File: src/rtl/sf_arb_pkg.sv
// Shared types and helpers for the store-and-forward packet arbiter.
package sf_arb_pkg;

  // FLUSH is only reachable when the SF_ARB_WDOG_EN watchdog is compiled in.
  typedef enum logic [1:0] {
    IDLE  = 2'd0,
    XFER  = 2'd1,
    FLUSH = 2'd2
  } state_t;

  localparam int DEF_MAX_PKT_LEN = 256;

  // Width of a port index; never narrower than one bit.
  function automatic int src_width(input int n_ports);
    return (n_ports > 1) ? $clog2(n_ports) : 1;
  endfunction

endpackage

File: src/rtl/sf_rr_picker.sv
// Combinational round-robin picker: first set request at or after ptr,
// searching upward and wrapping at N_PORTS. Returns one-hot, index and valid.
module sf_rr_picker
  import sf_arb_pkg::*;
#(
  parameter int N_PORTS = 4,
  parameter int IDX_W   = src_width(N_PORTS)
) (
  input  logic [N_PORTS-1:0] req,
  input  logic [IDX_W-1:0]   ptr,
  output logic [N_PORTS-1:0] gnt_oh,
  output logic [IDX_W-1:0]   gnt_idx,
  output logic               gnt_vld
);

  // ptr < N_PORTS and off < N_PORTS, so one conditional subtract wraps.
  function automatic int wrap_add(input int base, input int off);
    int sum;
    sum = base + off;
    return (sum >= N_PORTS) ? sum - N_PORTS : sum;
  endfunction

  // Walk the ports in priority order starting at ptr; the first hit wins.
  always_comb begin
    // NOTE: every output gets a default before the loop so no path infers a latch.
    gnt_oh  = '0;
    gnt_idx = '0;
    gnt_vld = 1'b0;
    for (int k = 0; k < N_PORTS; k++) begin
      if (!gnt_vld && req[wrap_add(int'(ptr), k)]) begin
        gnt_vld                        = 1'b1;
        gnt_oh[wrap_add(int'(ptr), k)] = 1'b1;
        gnt_idx                        = IDX_W'(wrap_add(int'(ptr), k));
      end
    end
  end

endmodule

File: src/rtl/sf_pkt_arbiter.sv
// Packet-level round-robin arbiter sharing one egress link between N_PORTS
// store-and-forward FIFOs. A port is granted only when it holds a complete
// packet; the packet is then drained word by word through a registered
// valid/ready output stage.
// Optional feature: define SF_ARB_WDOG_EN to compile in the packet-length
// watchdog (truncate at MAX_PKT_LEN words, then flush the rest silently).
module sf_pkt_arbiter
  import sf_arb_pkg::*;
#(
  parameter  int N_PORTS     = 4,
  parameter  int DATA_WIDTH  = 32,
  parameter  int MAX_PKT_LEN = DEF_MAX_PKT_LEN,
  localparam int SRC_W       = src_width(N_PORTS)
) (
  input  logic                          clk,
  input  logic                          rst,
  input  logic [N_PORTS-1:0]            pkt_rdy_i,
  output logic [N_PORTS-1:0]            rden_o,
  input  logic [N_PORTS*DATA_WIDTH-1:0] rdata_i,
  input  logic [N_PORTS-1:0]            eop_i,
  output logic                          valid_o,
  input  logic                          ready_i,
  output logic [DATA_WIDTH-1:0]         data_o,
  output logic                          eop_o,
  output logic [SRC_W-1:0]              src_o,
  output logic                          trunc_o,
  output logic                          busy_o
);

  if (N_PORTS < 2 || N_PORTS > 16 || MAX_PKT_LEN < 1) begin : g_bad_cfg
    $error("sf_pkt_arbiter: N_PORTS must be 2..16 and MAX_PKT_LEN >= 1");
  end

  state_t                 state, state_nxt;
  logic [N_PORTS-1:0]     grant_oh;
  logic [SRC_W-1:0]       grant_idx;
  logic [SRC_W-1:0]       rr_ptr;
  logic [N_PORTS-1:0]     pick_oh;
  logic [SRC_W-1:0]       pick_idx;
  logic                   pick_vld;
  logic [DATA_WIDTH-1:0]  head_word [N_PORTS];
  logic                   head_eop;
  logic                   pop;
  logic                   load;
  logic                   load_trunc;
  logic                   take_grant;
  logic                   pkt_done;

  for (genvar i = 0; i < N_PORTS; i++) begin : g_head
    assign head_word[i] = rdata_i[i*DATA_WIDTH +: DATA_WIDTH];
  end

  assign head_eop = eop_i[grant_idx];
  assign rden_o   = grant_oh & {N_PORTS{pop}};
  assign busy_o   = (state != IDLE);

  sf_rr_picker #(
    .N_PORTS (N_PORTS),
    .IDX_W   (SRC_W)
  ) u_picker (
    .req     (pkt_rdy_i),
    .ptr     (rr_ptr),
    .gnt_oh  (pick_oh),
    .gnt_idx (pick_idx),
    .gnt_vld (pick_vld)
  );

`ifdef SF_ARB_WDOG_EN
  localparam int BEAT_W = $clog2(MAX_PKT_LEN + 1);
  logic [BEAT_W-1:0] beat_cnt;
  logic              trunc_q;

  // Count words popped in XFER; restarts with every new grant.
  always_ff @(posedge clk or posedge rst) begin
    if (rst)                        beat_cnt <= '0;
    else if (take_grant)            beat_cnt <= '0;
    else if (pop && state == XFER)  beat_cnt <= beat_cnt + BEAT_W'(1);
  end

  // Truncation flag travels with the word it marks.
  always_ff @(posedge clk or posedge rst) begin
    if (rst)       trunc_q <= 1'b0;
    else if (load) trunc_q <= load_trunc;
  end

  assign trunc_o = trunc_q;
`else
  assign trunc_o = 1'b0;
`endif

  // Next-state and per-cycle controls; pkt_rdy_i only matters in IDLE.
  always_comb begin
    state_nxt  = state;
    pop        = 1'b0;
    load       = 1'b0;
    load_trunc = 1'b0;
    take_grant = 1'b0;
    pkt_done   = 1'b0;
    case (state)
      IDLE: begin
        if (pick_vld) begin
          take_grant = 1'b1;
          state_nxt  = XFER;
        end
      end
      XFER: begin
        pop = !valid_o || ready_i;
        if (pop) begin
          load = 1'b1;
          if (head_eop) begin
            pkt_done  = 1'b1;
            state_nxt = IDLE;
          end
`ifdef SF_ARB_WDOG_EN
          else if (beat_cnt == BEAT_W'(MAX_PKT_LEN - 1)) begin
            load_trunc = 1'b1;
            state_nxt  = FLUSH;
          end
`endif
        end
      end
`ifdef SF_ARB_WDOG_EN
      FLUSH: begin
        // Discard the oversize tail regardless of downstream backpressure.
        pop = 1'b1;
        if (head_eop) begin
          pkt_done  = 1'b1;
          state_nxt = IDLE;
        end
      end
`endif
      default: state_nxt = IDLE;
    endcase
  end

  // State, latched grant and round-robin pointer.
  always_ff @(posedge clk or posedge rst) begin
    // NOTE: sequential state uses non-blocking assignments so every register samples pre-edge values.
    if (rst) begin
      state     <= IDLE;
      grant_oh  <= '0;
      grant_idx <= '0;
      rr_ptr    <= '0;
    end else begin
      state <= state_nxt;
      if (take_grant) begin
        grant_oh  <= pick_oh;
        grant_idx <= pick_idx;
      end
      if (pkt_done)
        rr_ptr <= (grant_idx == SRC_W'(N_PORTS - 1)) ? '0 : grant_idx + SRC_W'(1);
    end
  end

  // Output register: load on pop, empty on accept, otherwise hold steady.
  always_ff @(posedge clk or posedge rst) begin
    if (rst) begin
      valid_o <= 1'b0;
      data_o  <= '0;
      eop_o   <= 1'b0;
      src_o   <= '0;
    end else if (load) begin
      valid_o <= 1'b1;
      data_o  <= head_word[grant_idx];
      eop_o   <= head_eop | load_trunc;
      src_o   <= grant_idx;
    end else if (ready_i) begin
      valid_o <= 1'b0;
    end
  end

endmodule

File: config.mk
export PLATFORM = sky130hd
export DESIGN_NAME = sf_pkt_arbiter
export DESIGN_NICKNAME = d
export VERILOG_FILES = /design/src/rtl/sf_arb_pkg.sv /design/src/rtl/sf_rr_picker.sv /design/src/rtl/sf_pkt_arbiter.sv
export SDC_FILE = /design/constraint.sdc
export NUM_CORES = 1
export LEC_CHECK = 0
export BUFFER_PORTS_ARGS = -buffer_cell sky130_fd_sc_hd__buf_2
export CORE_UTILIZATION = 48
export DETAILED_ROUTE_END_ITERATION = 8
export PLACE_DENSITY = 0.87
export SLEW_MARGIN = 20
export SYNTH_ARGS = -nofsm -noshare
export SYNTH_HDL_FRONTEND = slang
export SYNTH_HIERARCHICAL = 1
export SYNTH_SLANG_ARGS = --single-unit
File: constraint.sdc
create_clock -name clk -period 3.9 [get_ports clk]
set_input_delay 0.975 -clock clk [delete_from_list [all_inputs] [get_ports clk]]
set_output_delay 0.975 -clock clk [all_outputs]
set_load 0.05 [all_outputs]
## Word level (Yosys, flattened, before mapping)

Index checks and enable logic that the tools add are counted.

| word-level totals | value |
|---|---|
| bits in writable memories | 0 |
| bits of input ports | 139 |
| memory bits (read-only) | 0 |
| output and inout bits | 42 |
| latch bits | 0 |
| word-level logic and storage cells | 112 |
| register bits after elaboration | 46 |
| memories kept | 0 |

| cells by class | value |
|---|---|
| divide/modulo/power cells | 0 |
| multiplexer cells | 56 |
| shift-type cells | 0 |
| magnitude comparators | 14 |
| reduce and logical (&&, ||, !) cells | 16 |
| add/sub/neg operators | 8 |
| eq/ne operators | 5 |
| bitwise gates (word level) | 5 |
| multipliers | 0 |

Operators by type and width:

| cell | number |
|---|---|
| 32-bit two-way mux | 6 |
| 32-bit by 1-bit >= comparator with 1-bit output (second input constant) | 4 |
| 32-bit by 4-bit less-than comparator with 1-bit output (second input constant) | 4 |
| 32-bit by 4-bit >= comparator with 1-bit output (second input constant) | 3 |
| 32-bit by 4-bit subtractor with 32-bit output (second input constant) | 3 |
| 32-bit binary-select mux with 2-bit select | 1 |
| 1-bit two-way mux | 27 |
| 2-bit two-way mux | 8 |
| 4-bit two-way mux | 4 |
| 4-bit OR | 3 |
| 1-bit binary-select mux with 2-bit select | 5 |
| 1-bit demux with 2-bit select | 4 |
| 1-bit logical AND | 7 |
| 2-bit by 2-bit adder with 3-bit output (second input constant) | 2 |
| 2-bit != test (second input constant) | 3 |
| 4-bit AND | 1 |
| 1-bit zero test | 4 |
| 2-bit case mux with 2 select lines | 1 |
| 2-bit nonzero test | 2 |
| 2-bit by 3-bit subtractor with 4-bit output (second input constant) | 1 |
| 2-bit by 1-bit adder with 3-bit output (second input constant) | 1 |
| 2-bit by 3-bit >= comparator with 1-bit output (second input constant) | 1 |
| 3-bit >= comparator (second input constant) | 1 |
| 2-bit by 3-bit less-than comparator with 1-bit output (second input constant) | 1 |
| other kinds (7) | 7 |

## Logic depth before layout (Yosys ltp)

| logic depth | value |
|---|---|
| depth in word-level cells | 17 |
| depth in mapped cells | 10 |

## Hierarchy

Netlist, hierarchy kept.

Modules (own cells, without submodules):

| module | cells an instance | area an instance (um2) | instances | seq. area each (um2) |
|---|---|---|---|---|
| sf_pkt_arbiter | 149 | 2573.7 | 1 | 1126.1 |
| sf_rr_picker | 48 | 459.2 | 1 | 0.0 |

## Worst setup path before layout

OpenSTA, ideal clock, no wires.

| path | value |
|---|---|
| kind | input to output |
| from | input ready_i |
| to | output rden_o[0] |
| arrival | 1638 ps |
| cell stages on the path | 2 |
| buffers on the path | 0 |
| required time | 2925 ps |
| setup slack | 1287 ps |
| cells stage by stage | nand2b_1 and3_1 |

| on the way | value |
|---|---|
| cells in the longest elaborated chain, start to end | 3 |

RTL lines:

| what | RTL line | source |
|---|---|---|
| from (decl) | sf_pkt_arbiter.sv:22 | `input logic ready_i,` |
| 1-bit logical OR | sf_pkt_arbiter.sv:107 | `pop = !valid_o \|\| ready_i;` |
| 1-bit two-way mux | sf_pkt_arbiter.sv:99 | `case (state)` |
| 4-bit AND | sf_pkt_arbiter.sv:54 | `assign rden_o = grant_oh & {N_PORTS{pop}};` |
| to (decl) | sf_pkt_arbiter.sv:18 | `output logic [N_PORTS-1:0] rden_o,` |

No other way between the ends.

## Worst setup path after layout

| path | value |
|---|---|
| from | register rr_ptr[0] |
| to | register grant_idx[1] |

| on the way | value |
|---|---|
| elaborated cells between the ends (all ways) | 43 |

RTL lines:

| what | RTL line | source |
|---|---|---|
| from (decl) | sf_pkt_arbiter.sv:37 | `logic [SRC_W-1:0] rr_ptr;` |
| from (signal assigned) | sf_pkt_arbiter.sv:151 | `rr_ptr <= (grant_idx == SRC_W'(N_PORTS - 1)) ? '0 : grant_idx + SRC_W'(1);` |
| branches (longest 14 deep; another with 32-bit by 4-bit subtractor with 32-bit output) | n/a |  |
| 2-bit two-way mux (*) | sf_rr_picker.sv:30 | `if (!gnt_vld && req[wrap_add(int'(ptr), k)]) begin` |
| named net pick_idx[1] | sf_pkt_arbiter.sv:39 | `logic [SRC_W-1:0] pick_idx;` |
| to (signal assigned) | sf_pkt_arbiter.sv:148 | `grant_idx <= pick_idx;` |
| to (decl) | sf_pkt_arbiter.sv:36 | `logic [SRC_W-1:0] grant_idx;` |

Mark *: on every way through the listed nets, which the timed path passes. The select of a mux whose other input is x is not followed.
A chain may end at the register's enable or synchronous reset.

==> results.ini <==
[worst_hold_path]
hold_start=eop_o
holdPathStages=1
min_path_type=register to register

[power]
p_int_mw=1.86
power.share.clock_pct=10.0
p_total_mw=3.59
combPwrFrac_pct=63.9
sw_frac_of_total_pct=48.4
p_switching_mw=1.74
seq_power_share_pct=26.0
cellPowerDensity_nw_per_um2=893
p_leak_nw=1.94
vdd_drop_max_mv=0.519

[clocking]
cts_setup_buffers=0
cts_buffer_depth=2
clock_latency_ns=0.29
clkSlewWorstSetupHoldPaths_ns=0.08
cts_hold_buf=0
htreeDepth=2
root_buffer=clkbuf_8
cts.repair.resized=0
clock_sinks=45
cts_tree=built
cts_inserted_buffers=5

[setup_path]
reg2regPathDepth=7
crit_family=flip-flops
startpoint_type=register
crit_required_ns=4.08
critPathLaunch=rr_ptr[0]
crit_cells=7
crit_chain=inv_1, ha_1, mux4_2, nor4b_4, nor2_1, a32o_1, mux2_2
r2r-start=rr_ptr[0]
cpMaxStageDelayCell=dfrtp_1
crit_fanout=15
crit_buf_inv=1
worstSetupPathType=register to register
crit_path_end_kind=register
cpPeakStageDelay_ns=0.70
cp_data_arrival_time_ns=3.02

[yosys]
synth_xor_area_share_pct=0
synth_top_family_by_area=multiplexers
synth_nets=345
syn-cell-area_um2=3030
syn_inst=197
synth_simple_gate_area_share_pct=4.46
synthAdderAreaFrac_pct=3.71
synth_edf_count=0
yosysWarnings=6
async_reset_ff_share_pct=100
synth_area_leaders=dfrtp_1 37%, mux4_2 22%, mux2_2 16%
syn_area_per_cell_um2=15.4
ys.flop_type=dfrtp_1
synthMuxAreaShare_pct=45.0
seq_area_frac_synth_pct=37.1
synthMostInstantiatedCell=dfrtp_1
synth_common_cells=45 x dfrtp_1, 42 x mux2_2, 30 x mux4_2, 9 x ha_1, 8 x a22oi_1
netlist-cell-type-count=34
yosys.area.top_type=dfrtp_1
ys_ff_latch=45
synth_top_area_share_pct=37.1
synth-compound-area-share_pct=4.50

[sta]
setup_tns_ns=0
max_freq_mhz=352
period_share_pct=72.7
tightest_slew_ns=0.938
final-max-slew-violation-count=0
finalCriticalPeriod_ns=2.84
slew_headroom_pct=37.4
rsz0062_at_grt=false
setup_violations=0
finalHoldViolCount=0
clock_skew_ns=0.00173

[global_route]
grt_overflow=0
grt_usage_pct=22.9
grt_pass1_vias=2388
grt_start_max_net_pins=46
grt_antenna_before_repair=0
grt_first_pass_wirelength_mm=11.2

[run]
cap_violations=0

[drt]
finalWirelength_mm=7.88
first_pass_iters=5
drt_iter0_markers=82
vias=2497
ant_nets=0
wl_per_cell_um=17.7
viasPerCell=5.61
drc=0

[placed_design]
gp_congestion=0.815
port_buffers=179
dpl.hpwl_mm=6.36

[final_layout]
layout.nets=517
syn2layout_area_growth_pct=32.6
final_util_pct=67.1
antenna_cells=0
drive_above_1_share_pct=72.2

[status]
status=finished, final reports clean

[die]
coreArea_um2=5990
die_width_um=81.5
die_area_um2=6640
io_pins=181
fp.dieH_um=81.5
num_rows=28
initial_utilization_pct=50.6

[path summary, 6_finish.rpt]
| kind | slack, ns | end |
|---|---|---|
| min | 0.49 | eop_o |
| max in group asynchronous | 2.37 | grant_idx[0] |
| max | 1.06 | grant_idx[1] |
| max reg2reg | 1.06 | grant_idx[1] |
| min reg2reg | 0.49 | eop_o |
| min in group asynchronous | 0.89 | data_o[7] |
[stage by stage]
step / hold slack [ns] / cell area, um2 / setup WS, ns / cells
6_report: 0.489 / 4020 / 1.06 / 445
5_1_grt: 0.503 / 4020 / 0.842 / 445
4_1_cts: 0.492 / 4020 / 1.04 / 445
3_5_place_dp: 0.473 / 3910 / 1.07 / 437
3_3_place_gp: 0.473 / 3910 / 1.12 / 437
2_1_floorplan: 0.472 / 3030 / 1.29 / 197
[routing by layer]
metal	part of all wire (%)	vias to the layer above	global-route usage, %
met1	37	1252	26.7
met2	55	109	41.7
li1	-	1130	-
met4	0.93	0	6.25
met3	7.7	6	5.78
met5	0	-	0
[state kept, by name, indices dropped and copies added, names as in the netlist]
name       cells
eop_o          1
grant_oh       4
data_o        32
src_o          2
valid_o        1
rr_ptr         2
state          1
grant_idx      2
[placed cells by master, fill, tap and decap left out]
master and n:
a21bo_2 1, a22oi_1 8, a32o_1 1, and2b_2 1, and3_1 4, buf_2 179
buf_4 3, bufinv_16 1, clkbuf_1 1, clkbuf_8 6, conb_1 1, dfrtp_1 44
dfrtp_2 1, ha_1 9, inv_1 3, inv_2 1, mux2_1 1, mux2_2 42
mux2i_1 2, mux4_1 7, mux4_2 30, nand2_1 1, nand2b_1 4, nand3_2 1
nor2_1 4, nor2b_1 2, nor3_1 1, nor4_1 1, nor4b_4 1, o211ai_1 1
o21a_1 1, o21ai_0 5, o221ai_1 1, o31ai_1 1
[cell families after synthesis]
family	count (synthesis)
flops	45
fa+ha+maj	9
buf+inv	21
compound gates	19
other cells	1
simple gates	20
mux	82
[power groups by stage]
| stage | Combinational [mW] | Sequential, mW | Clock [mW] |
|---|---|---|---|
| CTS | 2.32 | 0.945 | 0.371 |
| global route | 2.43 | 0.982 | 0.390 |
| floorplan | 1.31 | 1.51 | 0 |
| finish | 2.30 | 0.936 | 0.360 |
| global placement | 2.26 | 0.937 | 0 |
| detailed placement | 2.31 | 0.953 | 0 |
[layout make-up]
class	count	area, um2
Multi-Input combinational cell	131	1750
Tap cell	75	93.8
Clock inverter	1	30.0
Sequential cell	45	1130
Clock buffer	7	86.3
Timing Repair Buffer	182	918
Inverter	4	15.0
Fill cell	454	1970
Note: power is estimated with default switching activity, not from simulation.
